<file path="config.mk">
export PLATFORM = sky130hd
export DESIGN_NAME = ram_burst_reader
export DESIGN_NICKNAME = d
export VERILOG_FILES = /design/src/rtl/ram_burst_reader.sv
export SDC_FILE = /design/constraint.sdc
export NUM_CORES = 1
export LEC_CHECK = 0
export CORE_AREA = 5 5 100 102
export DETAILED_ROUTE_END_ITERATION = 8
export DIE_AREA = 0 0 105 107
export HOLD_SLACK_MARGIN = 0.15
export RECOVER_POWER = 25
export SKIP_CTS_REPAIR_TIMING = 1
export SLEW_MARGIN = 15
export SYNTH_ARGS = -nofsm -noshare
export SYNTH_HDL_FRONTEND = slang
export SYNTH_SLANG_ARGS = --single-unit
</file>
<file path="constraint.sdc">
create_clock -name Clock -period 3 [get_ports Clock]
set_input_delay 0.3 -clock Clock [delete_from_list [all_inputs] [get_ports Clock]]
set_output_delay 0.3 -clock Clock [all_outputs]
set_load 0.02 [all_outputs]
</file>
<file path="src/rtl/ram_burst_reader.sv">
// Streams a contiguous block of RAM words to a valid/ready consumer.
// A 2-entry buffer absorbs the RAM's one-cycle read latency so a ready consumer gets one word per cycle.
module ram_burst_reader #(
  parameter int DATA_WIDTH = 16,
  parameter int ADDR_WIDTH = 8
) (
  input  logic                  Clock,
  input  logic                  Reset,
  input  logic                  iStart,
  input  logic [ADDR_WIDTH-1:0] iBaseAddr,
  input  logic [ADDR_WIDTH:0]   iLength,
  output logic [ADDR_WIDTH-1:0] oReadAddress,
  output logic                  oReadEnable,
  input  logic [DATA_WIDTH-1:0] iRamData,
  output logic [DATA_WIDTH-1:0] oData,
  output logic                  oValid,
  input  logic                  iReady,
  output logic                  oLast,
  output logic                  oBusy,
  output logic                  oDone
);

  typedef enum logic [1:0] {IDLE, RUN, DONE} state_t;

  localparam logic [ADDR_WIDTH:0]   REM_ONE  = {{ADDR_WIDTH{1'b0}}, 1'b1};
  localparam logic [ADDR_WIDTH-1:0] ADDR_ONE = {{(ADDR_WIDTH-1){1'b0}}, 1'b1};

  state_t                  state_q;
  logic [ADDR_WIDTH-1:0]   addr_q;
  logic [ADDR_WIDTH:0]     remaining_q;
  logic                    inflight_q;
  logic                    inflight_last_q;
  logic [1:0]              occ_q;
  logic [DATA_WIDTH-1:0]   data_q [2];
  logic                    last_q [2];

  logic                    pop;
  logic                    issue;
  logic                    drain_done;
  logic [2:0]              pending;

  always_comb begin
    pop        = (occ_q != 2'd0) && iReady;
    // Slots already committed after this cycle's transfer; a new issue needs one free.
    pending    = 3'(occ_q) + 3'(inflight_q) - 3'(pop);
    issue      = (state_q == RUN) && (remaining_q != '0) && (pending < 3'd2);
    drain_done = (remaining_q == '0) && !inflight_q &&
                 ((occ_q == 2'd0) || ((occ_q == 2'd1) && pop));
  end

  always_ff @(posedge Clock) begin
    if (Reset) begin
      state_q         <= IDLE;
      addr_q          <= '0;
      remaining_q     <= '0;
      inflight_q      <= 1'b0;
      inflight_last_q <= 1'b0;
      occ_q           <= 2'd0;
      // NOTE: the buffer entries are reset as well because oData is driven straight from the head entry.
      data_q[0]       <= '0;
      data_q[1]       <= '0;
      last_q[0]       <= 1'b0;
      last_q[1]       <= 1'b0;
    end else begin
      case (state_q)
        IDLE: begin
          if (iStart) begin
            addr_q      <= iBaseAddr;
            remaining_q <= iLength;
            state_q     <= (iLength != '0) ? RUN : DONE;
          end
        end
        RUN: begin
          if (issue) begin
            addr_q      <= addr_q + ADDR_ONE;
            remaining_q <= remaining_q - REM_ONE;
          end
          if (drain_done) state_q <= DONE;
        end
        DONE:    state_q <= IDLE;
        default: state_q <= IDLE;
      endcase

      inflight_q      <= issue;
      inflight_last_q <= issue && (remaining_q == REM_ONE);

      // Head is always entry 0; a pop shifts entry 1 forward.
      case ({inflight_q, pop})
        2'b01: begin
          data_q[0] <= data_q[1];
          last_q[0] <= last_q[1];
          occ_q     <= occ_q - 2'd1;
        end
        2'b10: begin
          if (occ_q == 2'd0) begin
            data_q[0] <= iRamData;
            last_q[0] <= inflight_last_q;
          end else begin
            data_q[1] <= iRamData;
            last_q[1] <= inflight_last_q;
          end
          occ_q <= occ_q + 2'd1;
        end
        2'b11: begin
          if (occ_q == 2'd2) begin
            data_q[0] <= data_q[1];
            last_q[0] <= last_q[1];
            data_q[1] <= iRamData;
            last_q[1] <= inflight_last_q;
          end else begin
            data_q[0] <= iRamData;
            last_q[0] <= inflight_last_q;
          end
        end
        default: ;
      endcase
    end
  end

  assign oReadAddress = addr_q;
  assign oReadEnable  = issue;
  assign oValid       = (occ_q != 2'd0);
  assign oData        = data_q[0];
  assign oLast        = last_q[0] && oValid;
  assign oDone        = (state_q == DONE);
  assign oBusy        = (state_q != IDLE) && !oDone;

endmodule
</file>
==> qor.yml <==
logic_synthesis:
  synth.avg_cell_area_um2: 9.68
  synth_top_family_by_area: "compound AO/OA/AOI/OAI gates"
  synth.area.top_cells: "edfxtp_1, dfxtp_1, a21oi_1, nand3_1, and2_1"
  synth_simple_gate_area_share_pct: 19.9
  synth_fa_ha_area_share_pct: 3.51
  seq_area_frac_synth_pct: 48.3
  ys.flop_type: "edfxtp_1"
  synth_edf_count: 34
  synthesis.instances: 317
  synth_cell_types: 58
  syn-cell-area_mm2: 0.00307
  yosysWarnings: 0
  ys_async_sr_fraction_pct: 0
  synth-xor-area-share_pct: 0.856
  yosys-mux-area-fraction_pct: 1.02
  synth-compound-area-share_pct: 21.6
  synth.net_count: 362
  synth_top_cell_area_share_pct: 33.3
  ys_ff_latch: 57
  synth_area_leader_cell: "edfxtp_1"
sta:
  worst_hold_slack_ns: 0.478
  fmax_mhz: 353
  finalCritPeriodShare_pct: 94.4
  fin_skew_ns: 0.00892
  timing_hold_violations_final: 0
  relSlewSlack_pct: 28.6
  rsz0062_at_grt: "no"
  final.min_clock_period_ns: 2.83
  worst-slew-pin-transition_ns: 1.07
  worst_slack_ns: 0.168
  finalSetupTns_ns: 0
  maxSlewViolCount: 0
  setup_violations: 0
cts:
  clock-sinks: 57
  cts_tree: "yes"
  clockRootBuffer: "clkbuf_8"
  clock_latency_ns: 0.34
  path_clk_slew_ns: 0.07
  cts_buffers: 9
  clockBufferDepth: 2
  ctsHtreeMaxLevel: 3
worst_setup_path:
  crit_fanout: 3
  worstSetupStartpointType: "flop"
  crit_type: "reg2out"
  r2r_end: "remaining_q[2]"
  worstRegToRegCells: 12
  r2r_start: "occ_q[0]"
  critPathTopFamily: "adder cells"
  path_cells: "inv_1, ha_1, nand2b_1, xnor2_1, nand2_1, fa_1, nand3b_1, a311o_2, inv_2, dlymetal6s2s_1"
  r2r_slack_ns: 0.35
  cp.arrival_ns: 2.53
  cpPeakStageDelay_ns: 0.48
  endpoint_kind: "output pin"
  cp_num_cells: 10
  crit_slowest_cell: "fa_1"
  worstPathBufferInverterCount: 3
  timing.critical_path.required_ns: 2.70
route:
  wirelength_um: 8260
  drt_iter0_markers: 115
  drc: 0
  first_pass_iters: 4
  vias: 2778
  viasPerCell: 5.51
  avgRoutedWirePerCell_um: 16.4
  ant_nets: 0
global_routing:
  antenna_found_initial: 0
  grt_max_degree: 30
  grt.overflow.total: 0
  grt_pass1_wl_um: 13600
  grt_pass1_vias: 2757
  grt_use_total_pct: 14.8
floorplanning:
  fp.dieH_um: 107
  start_util_pct: 34.0
  row_count: 35
  ioPinCount: 66
  core_mm2: 0.00902
  die_x_um: 105
  dieArea_mm2: 0.0112
final_layout:
  final_cells: 504
  drive_gt1_share_pct: 11.7
  fin_nets: 433
  syn_to_final_growth_pct: 34.4
  design_area_mm2: 0.00413
  mostFrequentLayoutCells: "clkdlybuf4s50_1, a21oi_1, edfxtp_1"
  layout_commonest_cell: "clkdlybuf4s50_1"
  diodes: 0
  nFillCells: 875
  final_util_pct: 45.7
worst_hold_path:
  hold_end: "remaining_q[7]"
  holdPathStages: 2
  min_path_type: "reg2reg"
  min_from: "remaining_q[7]"
placement:
  preCtsSetupSlack_ns: 0.00946
  dp_hpwl_um: 5590
  place.gp.congestion: 0.792
  place_inst: 488
  placed_cell_area_mm2: 0.00388
  port_buffers: 65
pwr:
  internal_power_mw: 2.23
  vdd_drop_max_mv: 0.323
  power.switching_mw: 1.38
  swShare_pct: 38.3
  seq_power_share_pct: 32.2
  p_leak_nw: 1.52
  p_total_mw: 3.61
  power_frac_clock_pct: 25.1
  power_density_mw_per_mm2: 875
  pwr-share-comb_pct: 42.7
status:
  outcome: "finished clean"
run:
  max-cap-violations: 0
[worst max path at each step]
stage | end | from | slack [ns]
global route | oReadEnable | occ_q[0] | 0.01
CTS | oReadEnable | occ_q[0] | -0.26
global placement | oReadEnable | iReady | 0.02
floorplan | remaining_q[3] | occ_q[1] | 0.23
detailed placement | oReadEnable | iReady | 0.009
finish | oReadEnable | occ_q[0] | 0.17
[area by class of cell]
type | count | area [µm²] | share of cell area, %
Sequential cell | 57 | 1480 | 35.9
Multi-Input combinational cell | 227 | 1440 | 34.9
Timing Repair Buffer | 83 | 777 | 18.8
Tap cell | 111 | 139 | 3.37
Clock inverter | 7 | 128 | 3.09
Clock buffer | 9 | 124 | 3.00
Inverter | 10 | 37.5 | 0.910
[kinds of logic (layout without fill, tap and decap cells)]
| group | after synthesis | count (layout) |
|---|---|---|
| compound gates | 99 | 99 |
| fa+ha+maj | 8 | 8 |
| flops | 57 | 57 |
| mux | 3 | 3 |
| buf+inv | 33 | 109 |
| simple gates | 114 | 114 |
| xor+xnor | 3 | 3 |
[power groups by stage]
stage	sequential, mW	combinational [mW]	clock (mW)
floorplan	1.29	0.886	0
global placement	1.18	1.57	0
detailed placement	1.18	1.59	0
CTS	1.17	1.60	0.927
global route	1.19	1.68	0.962
finish	1.16	1.54	0.905
[cells in the mapped netlist (2+ instances only)]
cell      count
a211oi_1      2
a21oi_1      37
a221oi_1      2
a221oi_2      2
a311oi_1      2
a31o_2        2
a31oi_1       3
a32o_1        3
and2_1       19
and4_1        3
buf_2         6
buf_4         2
clkbuf_1     11
clkbuf_2      2
dfxtp_1      23
edfxtp_1     34
ha_1          7
inv_1         8
inv_2         2
mux2i_1       2
nand2_1      23
nand2b_1      3
nand3_1      24
nand3b_1      2
nor2_1       13
nor2b_1       6
nor3_1        8
nor3b_1       3
nor4_1        2
o211ai_1      2
o21ai_0      21
o22ai_1       3
o22ai_2       2
o32ai_1       8
xnor2_1       2
[metal layers]
layer  share of wire [%]  global-route usage (%)
met4                 1.4                    4.75
met1                  44                    18.0
met3                 6.7                    5.00
met5                   0                       0
met2                  48                    24.7
[state kept, by name, summed over array words and instances, names as in the netlist]
register and cells:
last_q 2, state_q 2, data_q 32, inflight_last_q 1
inflight_q 1, oReadAddress 8, remaining_q 9, occ_q 2
[worst register-to-register path, delay by kind of cell (launching register included)]
family                     cells  cell delay (ns)
AOI/OAI and AO/OA              2             0.62
xor gates and xnor gates       1             0.14
adders and majority gates      2             0.69
buffers and inverters          3             0.31
DFF                            1             0.33
and+or+nand+nor                4             0.46
(Power assumes the default switching activity.)
